[config.mk]
export PLATFORM = sky130hd
export DESIGN_NAME = regfile_wb_arbiter
export DESIGN_NICKNAME = d
export VERILOG_FILES = /design/src/rtl/regfile_pkg.sv /design/src/rtl/regfile_wb_arbiter_bypass.sv /design/src/rtl/regfile_wb_arbiter.sv
export SDC_FILE = /design/constraint.sdc
export NUM_CORES = 1
export LEC_CHECK = 0
export BUFFER_PORTS_ARGS = -buffer_cell sky130_fd_sc_hd__buf_2
export CORE_MARGIN = 2
export CORE_UTILIZATION = 35
export DETAILED_ROUTE_END_ITERATION = 6
export GPL_ROUTABILITY_DRIVEN = 0
export PLACE_DENSITY = 0.71
export SYNTH_ARGS = -nofsm -noshare
export SYNTH_HDL_FRONTEND = slang
export SYNTH_SLANG_ARGS = --single-unit
[constraint.sdc]
create_clock -name clock -period 2.55 [get_ports clock]
set_clock_uncertainty 0.15 [all_clocks]
set_input_delay 0.1275 -clock clock [delete_from_list [all_inputs] [get_ports clock]]
set_output_delay 0.1275 -clock clock [all_outputs]
set_load 0.03 [all_outputs]
[src/rtl/regfile_pkg.sv]
// Shared types and defaults for the register file write-back arbiter.
package regfile_pkg;

    localparam int REGFILE_ADDR_W = 5;
    localparam int REGFILE_DATA_W = 32;
    localparam int REG_ZERO       = 0;
    localparam int STARVE_CNT_W   = 4;

    typedef enum logic {
        PRI_MEM = 1'b0,
        PRI_ALU = 1'b1
    } pri_state_t;

    typedef enum logic [1:0] {
        REQ_NONE = 2'd0,
        REQ_ALU  = 2'd1,
        REQ_MEM  = 2'd2
    } req_t;

endpackage

[src/rtl/regfile_wb_arbiter_bypass.sv]
// Same-edge read/write bypass for both register file read ports.
// A write committing at the edge where a read address is sampled is not
// visible in that read's data, so the hit is registered here and presented
// alongside the read data one cycle later.
module regfile_bypass_unit
    import regfile_pkg::*;
#(
    parameter int ADDR_W = REGFILE_ADDR_W,
    parameter int DATA_W = REGFILE_DATA_W
) (
    input  logic              clock,
    input  logic              reset_n,
    input  logic              write_enable,
    input  logic [ADDR_W-1:0] addr_rd,
    input  logic [DATA_W-1:0] data_rd,
    input  logic [ADDR_W-1:0] addr_rs1,
    input  logic [ADDR_W-1:0] addr_rs2,
    output logic              fwd_rs1_valid,
    output logic [DATA_W-1:0] fwd_rs1_data,
    output logic              fwd_rs2_valid,
    output logic [DATA_W-1:0] fwd_rs2_data
);

    logic hit_rs1;
    logic hit_rs2;

    // Address compare against the write committing at the coming edge.
    always_comb begin
        hit_rs1 = write_enable && (addr_rd == addr_rs1) && (addr_rd != ADDR_W'(REG_ZERO));
        hit_rs2 = write_enable && (addr_rd == addr_rs2) && (addr_rd != ADDR_W'(REG_ZERO));
    end

    // Register the hit and the value so they line up with the read data.
    always_ff @(posedge clock or negedge reset_n) begin
        if (!reset_n) begin
            fwd_rs1_valid <= 1'b0;
            fwd_rs1_data  <= '0;
            fwd_rs2_valid <= 1'b0;
            fwd_rs2_data  <= '0;
        end else begin
            fwd_rs1_valid <= hit_rs1;
            fwd_rs1_data  <= hit_rs1 ? data_rd : '0;
            fwd_rs2_valid <= hit_rs2;
            fwd_rs2_data  <= hit_rs2 ? data_rd : '0;
        end
    end

endmodule

[src/rtl/regfile_wb_arbiter.sv]
// Write-back arbiter for the single-write-port register file.
// Grants at most one of ALU / load write-back per cycle; the load path has
// priority unless the ALU has lost STARVE_MAX consecutive arbitrations.
// Optional feature macro: REGFILE_BYPASS_EN (builds regfile_bypass_unit;
// otherwise all fwd_* outputs are tied low).
module regfile_wb_arbiter
    import regfile_pkg::*;
#(
    parameter int ADDR_W     = REGFILE_ADDR_W,
    parameter int DATA_W     = REGFILE_DATA_W,
    parameter int STARVE_MAX = 3
) (
    input  logic              clock,
    input  logic              reset_n,
    input  logic              alu_valid,
    output logic              alu_ready,
    input  logic [ADDR_W-1:0] alu_rd,
    input  logic [DATA_W-1:0] alu_data,
    input  logic              mem_valid,
    output logic              mem_ready,
    input  logic [ADDR_W-1:0] mem_rd,
    input  logic [DATA_W-1:0] mem_data,
    input  logic [ADDR_W-1:0] addr_rs1,
    input  logic [ADDR_W-1:0] addr_rs2,
    output logic              write_enable,
    output logic [ADDR_W-1:0] addr_rd,
    output logic [DATA_W-1:0] data_rd,
    output logic              fwd_rs1_valid,
    output logic              fwd_rs2_valid,
    output logic [DATA_W-1:0] fwd_rs1_data,
    output logic [DATA_W-1:0] fwd_rs2_data
);

    localparam logic [STARVE_CNT_W-1:0] STARVE_LIM = STARVE_CNT_W'(STARVE_MAX);

    pri_state_t              state;
    pri_state_t              state_next;
    logic [STARVE_CNT_W-1:0] starve_cnt;
    logic [STARVE_CNT_W-1:0] starve_next;
    logic                    alu_req;
    logic                    mem_req;
    logic                    alu_sink;
    logic                    mem_sink;
    req_t                    grant;

    // Request decode and grant selection; rd == 0 requests are sunk.
    always_comb begin
        alu_req  = alu_valid && (alu_rd != ADDR_W'(REG_ZERO));
        mem_req  = mem_valid && (mem_rd != ADDR_W'(REG_ZERO));
        alu_sink = alu_valid && (alu_rd == ADDR_W'(REG_ZERO));
        mem_sink = mem_valid && (mem_rd == ADDR_W'(REG_ZERO));
        grant    = REQ_NONE;
        if (alu_req && mem_req) begin
            grant = (state == PRI_ALU) ? REQ_ALU : REQ_MEM;
        end else if (alu_req) begin
            grant = REQ_ALU;
        end else if (mem_req) begin
            grant = REQ_MEM;
        end
    end

    assign alu_ready = reset_n && (alu_sink || (grant == REQ_ALU));
    assign mem_ready = reset_n && (mem_sink || (grant == REQ_MEM));

    // Starvation counter and priority next state. The switch to PRI_ALU is
    // taken on the edge where the count reaches the limit, so the ALU wins
    // the very next contested cycle.
    always_comb begin
        starve_next = starve_cnt;
        state_next  = state;
        if ((grant == REQ_ALU) || !alu_valid) begin
            starve_next = '0;
        end else if (alu_req && (starve_cnt != STARVE_LIM)) begin
            starve_next = starve_cnt + 1'b1;
        end
        case (state)
            PRI_MEM: if (starve_next == STARVE_LIM) state_next = PRI_ALU;
            PRI_ALU: if (grant == REQ_ALU)          state_next = PRI_MEM;
            default: state_next = PRI_MEM;
        endcase
    end

    // Priority state and starvation count registers.
    always_ff @(posedge clock or negedge reset_n) begin
        if (!reset_n) begin
            state      <= PRI_MEM;
            starve_cnt <= '0;
        end else begin
            state      <= state_next;
            starve_cnt <= starve_next;
        end
    end

    // Registered write port; address and data hold when nothing is granted.
    always_ff @(posedge clock or negedge reset_n) begin
        if (!reset_n) begin
            write_enable <= 1'b0;
            addr_rd      <= '0;
            data_rd      <= '0;
        end else begin
            write_enable <= (grant != REQ_NONE);
            if (grant == REQ_ALU) begin
                addr_rd <= alu_rd;
                data_rd <= alu_data;
            end else if (grant == REQ_MEM) begin
                addr_rd <= mem_rd;
                data_rd <= mem_data;
            end
        end
    end

`ifdef REGFILE_BYPASS_EN
    regfile_bypass_unit #(
        .ADDR_W (ADDR_W),
        .DATA_W (DATA_W)
    ) u_bypass (
        .clock         (clock),
        .reset_n       (reset_n),
        .write_enable  (write_enable),
        .addr_rd       (addr_rd),
        .data_rd       (data_rd),
        .addr_rs1      (addr_rs1),
        .addr_rs2      (addr_rs2),
        .fwd_rs1_valid (fwd_rs1_valid),
        .fwd_rs1_data  (fwd_rs1_data),
        .fwd_rs2_valid (fwd_rs2_valid),
        .fwd_rs2_data  (fwd_rs2_data)
    );
`else
    // Without bypass the read addresses are not needed; consumers stall instead.
    logic unused_rs;
    assign unused_rs     = ^{addr_rs1, addr_rs2};
    assign fwd_rs1_valid = 1'b0;
    assign fwd_rs2_valid = 1'b0;
    assign fwd_rs1_data  = '0;
    assign fwd_rs2_data  = '0;
`endif

endmodule

==> implementation parameters <==
Parameter                              Value

Placed design
  Setup Slack @ Placement    0.197 ns
  Port Buffer Count    117
  Post-DP HPWL    4440 µm
  Standard cell area after detailed placement    0.00309 mm²
  DP Cell Count    482

Detailed routing
  Remaining design rule violation count    0
  Wirelength, routed    6610 µm
  Vias/cell    4.29
  Total via count after detailed routing    2,334
  Routed wire per std cell    12.1 µm
  Number of iterations in the first detailed-routing pass    4
  Number of design-rule violations left by the first detailed-router iteration    55
  Antenna-violating nets left    0

Synthesis
  Post-synthesis sequential area ratio    0.410
  Mapped Area    0.00262 mm²
  Cell type contributing the most total cell area after synthesis    sky130_fd_sc_hd__dfrtp_1
  Mapped Cells    275
  Mean area per synthesized cell    9.54 µm²
  Flops & latches, synth    43
  Most frequently used flop master after synthesis    sky130_fd_sc_hd__dfrtp_1
  Count of flip-flops with a built-in enable after synthesis    0
  Most instantiated library cell after synthesis    sky130_fd_sc_hd__buf_4
  Share of the synthesized area in the top cell type    0.410
  Top cells by count, synth    66 x sky130_fd_sc_hd__buf_4, 43 x sky130_fd_sc_hd__dfrtp_1, 38 x sky130_fd_sc_hd__mux2i_1, 38 x sky130_fd_sc_hd__nand2_1, 38 x sky130_fd_sc_hd__o21ai_0
  Yosys warnings    0
  Count of different cell masters after synthesis    27
  Top post-synthesis cells by area    sky130_fd_sc_hd__dfrtp_1 41%, sky130_fd_sc_hd__buf_4 19%, sky130_fd_sc_hd__mux2i_1 14%
  Fraction of registers with async set/reset    1.00

Clock network
  Maximum buffer depth of the clock tree    2
  Number of setup buffers added after CTS    0
  Worst-Skew Late Latency    0.29 ns
  Clock slew at reported path FFs    0.09 ns
  Number of sinks handled by clock tree synthesis    43
  Maximum level of the CTS H-tree    2
  TritonCTS clock tree    built
  Total CTS buffers    5
  CTS Root Cell    sky130_fd_sc_hd__clkbuf_8

Outcome
  Violations in the final reports    negative hold slack
  Status    finished, violations left

Worst setup path
  Reg-to-Reg Start    state
  Buffers plus inverters on the worst setup path    3
  WP depth    9
  Nature of the critical path startpoint    input pin
  Cell-by-cell listing of the critical path    buf_2 -> or4_1 -> o21ai_2 -> o21a_1 -> ha_4 -> buf_12 -> mux2i_1 -> dlygate4sd3_1 -> o21ai_0
  Endpoint type of the worst setup path    flip-flop
  Worst setup path end    data_rd[8]
  Highest fanout seen on the critical path    23
  Cell class contributing the biggest share of worst-path delay    buffers and inverters
  Setup crit start    mem_rd[0]
  Worst path slowest cell    sky130_fd_sc_hd__or4_1
  Setup slack of the most critical reg-to-reg path    0.38 ns
  Endpoint of the worst register-to-register path    data_rd[8]
  Number of cells on the worst reg-to-reg path    6
  Crit path largest cell delay    0.57 ns
  Required @ worst endpoint    2.57 ns
  Worst setup path category    input pin to flip-flop
  Arrival @ worst endpoint    2.46 ns

Global routing
  Pin count of the biggest net entering global routing    39
  Vias in the first global route    2,272
  First-pass GRT wire length    10,400 µm
  Final global-route overflow total    0
  Number of antenna violations at the first check in global routing    0
  GRT Resource Usage Total    0.158

Worst hold path
  Source of the worst hold timing path    mem_data[6]
  Type of the most critical hold path    input pin to flip-flop

Timing
  Final critical delay including setup and external delays    2.44 ns
  Maximum clock frequency    410 MHz
  Final total negative setup slack    0 ns
  Final hold violation count    1
  Post-route setup slack    0.109 ns
  Unrepaired setup endpoints after global routing    no
  Final number of max-transition violations    0
  Final Setup Violations    0
  Period utilisation layout    0.957
  Final worst hold slack    -0.00134 ns

Final layout
  Nets@finish    536
  Post-route cell area    0.00378 mm²
  Area added between synthesis and finish    44.2%
  Proportion of layout cells with a drive suffix above 1    0.306
  Total inserted antenna cells    0
  Final instance count without filler cells    544

Run
  Max Cap Violations    0

Pwr
  LEAKAGE    1.92 nW
  Largest voltage drop on the vdd net    0.403 mV
  Ratio of total power to cell area    842 mW/mm²

Die
  Overall die area    0.00820 mm²
  Die Ht    90.6 µm
  Die width    90.6 µm
  Effective utilization at floorplan    0.362
  Floorplan Core Area    0.00725 mm²
  IO Pins    194
  Cell Rows    31
-- layer usage --
layer	GRT usage	routed length, µm	vias to the layer above
met5	0	0	-
met4	0.0500	131	0
met3	0.0492	600	11
met2	0.295	3420	125
met1	0.167	2460	1075
li1	-	-	1123
-- stage by stage --
stage	power (W)	util	hold WS [ns]
2_1_floorplan	0.00210	-	-0.318
3_3_place_gp	0.00244	0.426	-0.0519
3_5_place_dp	0.00247	0.426	-0.0494
4_1_cts	0.00320	0.520	0.000103
5_1_grt	0.00339	0.522	0.00250
6_report	0.00319	0.522	-0.00134
-- cell families (layout without fill, tap and decap cells) --
family	after synthesis	after routing	synth area share
buffers and inverters	83	188	0.215
AOI/OAI and AO/OA	49	49	0.104
other	1	66	0.00143
xor gates and xnor gates	2	2	0.00668
adders and majority gates	4	4	0.0191
and+or+nand+nor	54	54	0.0930
DFF	43	43	0.410
muxes	39	39	0.151
-- repair_timing --
| item | in CTS | in global routing |
|---|---|---|
| endpoints found under the setup margin | 0 | 24 |
| hold endpoints to repair | 45 | 0 |
| hold buffers | 54 | 0 |
| gates resized for setup | 0 | 3 |
-- area by class of cell --
class / count / area (µm²)
repair buffers: 176 / 1190
inverters: 4 / 15.0
clock inverters: 3 / 67.6
flip-flops and latches: 43 / 1080
fillers: 657 / 3470
multi-input cells: 214 / 1240
clock buffers: 5 / 68.8
well taps: 99 / 124
-- registers in the layout, indices dropped and copies added (netlist names) --
name          cells
write_enable      1
addr_rd           5
starve_cnt        4
state             1
data_rd          32
-- worst min-delay path by stage --
stage	end	slack, ns	depth (start not counted)
after floorplan	addr_rd[0]	-0.32	0
after global placement	write_enable	-0.05	1
after detailed placement	write_enable	-0.05	1
after CTS	data_rd[6]	0.0001	3
after global routing	data_rd[16]	0.003	3
final	data_rd[6]	-0.001	3
-- where the power goes --
group          switching (W)  leakage [nW]  internal, W
Sequential          0.000132         0.530     0.000922
Clock               0.000232        0.0644     0.000390
Combinational        0.00103          1.33     0.000477
-- cells in the final DEF, fill, tap and decap left out, types with 2 or more instances in the layout --
| master | n |
|---|---|
| sky130_fd_sc_hd__nor3b_1 | 2 |
| sky130_fd_sc_hd__conb_1 | 66 |
| sky130_fd_sc_hd__ha_1 | 3 |
| sky130_fd_sc_hd__o21a_1 | 2 |
| sky130_fd_sc_hd__mux2i_1 | 38 |
| sky130_fd_sc_hd__a21oi_1 | 3 |
| sky130_fd_sc_hd__xor2_1 | 2 |
| sky130_fd_sc_hd__buf_12 | 2 |
| sky130_fd_sc_hd__nor2b_1 | 3 |
| sky130_fd_sc_hd__nand2b_1 | 3 |
| sky130_fd_sc_hd__buf_2 | 117 |
| sky130_fd_sc_hd__a21o_1 | 2 |
| sky130_fd_sc_hd__a31oi_1 | 2 |
| sky130_fd_sc_hd__inv_1 | 4 |
| sky130_fd_sc_hd__nor2_1 | 3 |
| sky130_fd_sc_hd__clkbuf_8 | 5 |
| sky130_fd_sc_hd__dlygate4sd3_1 | 54 |
| sky130_fd_sc_hd__dfrtp_1 | 43 |
| sky130_fd_sc_hd__buf_4 | 3 |
| sky130_fd_sc_hd__bufinv_16 | 2 |
| sky130_fd_sc_hd__o21ai_0 | 37 |
| sky130_fd_sc_hd__nand2_1 | 38 |
-- worst reg2reg max path, delay by kind of cell (launching register included) --
kind,cells,cell delay [ns]
flops,1,0.39
mux,1,0.25
buf+inv,2,0.77
compound gates,2,0.29
fa+ha+maj,1,0.20
Note: power is estimated with default switching activity, not from simulation.
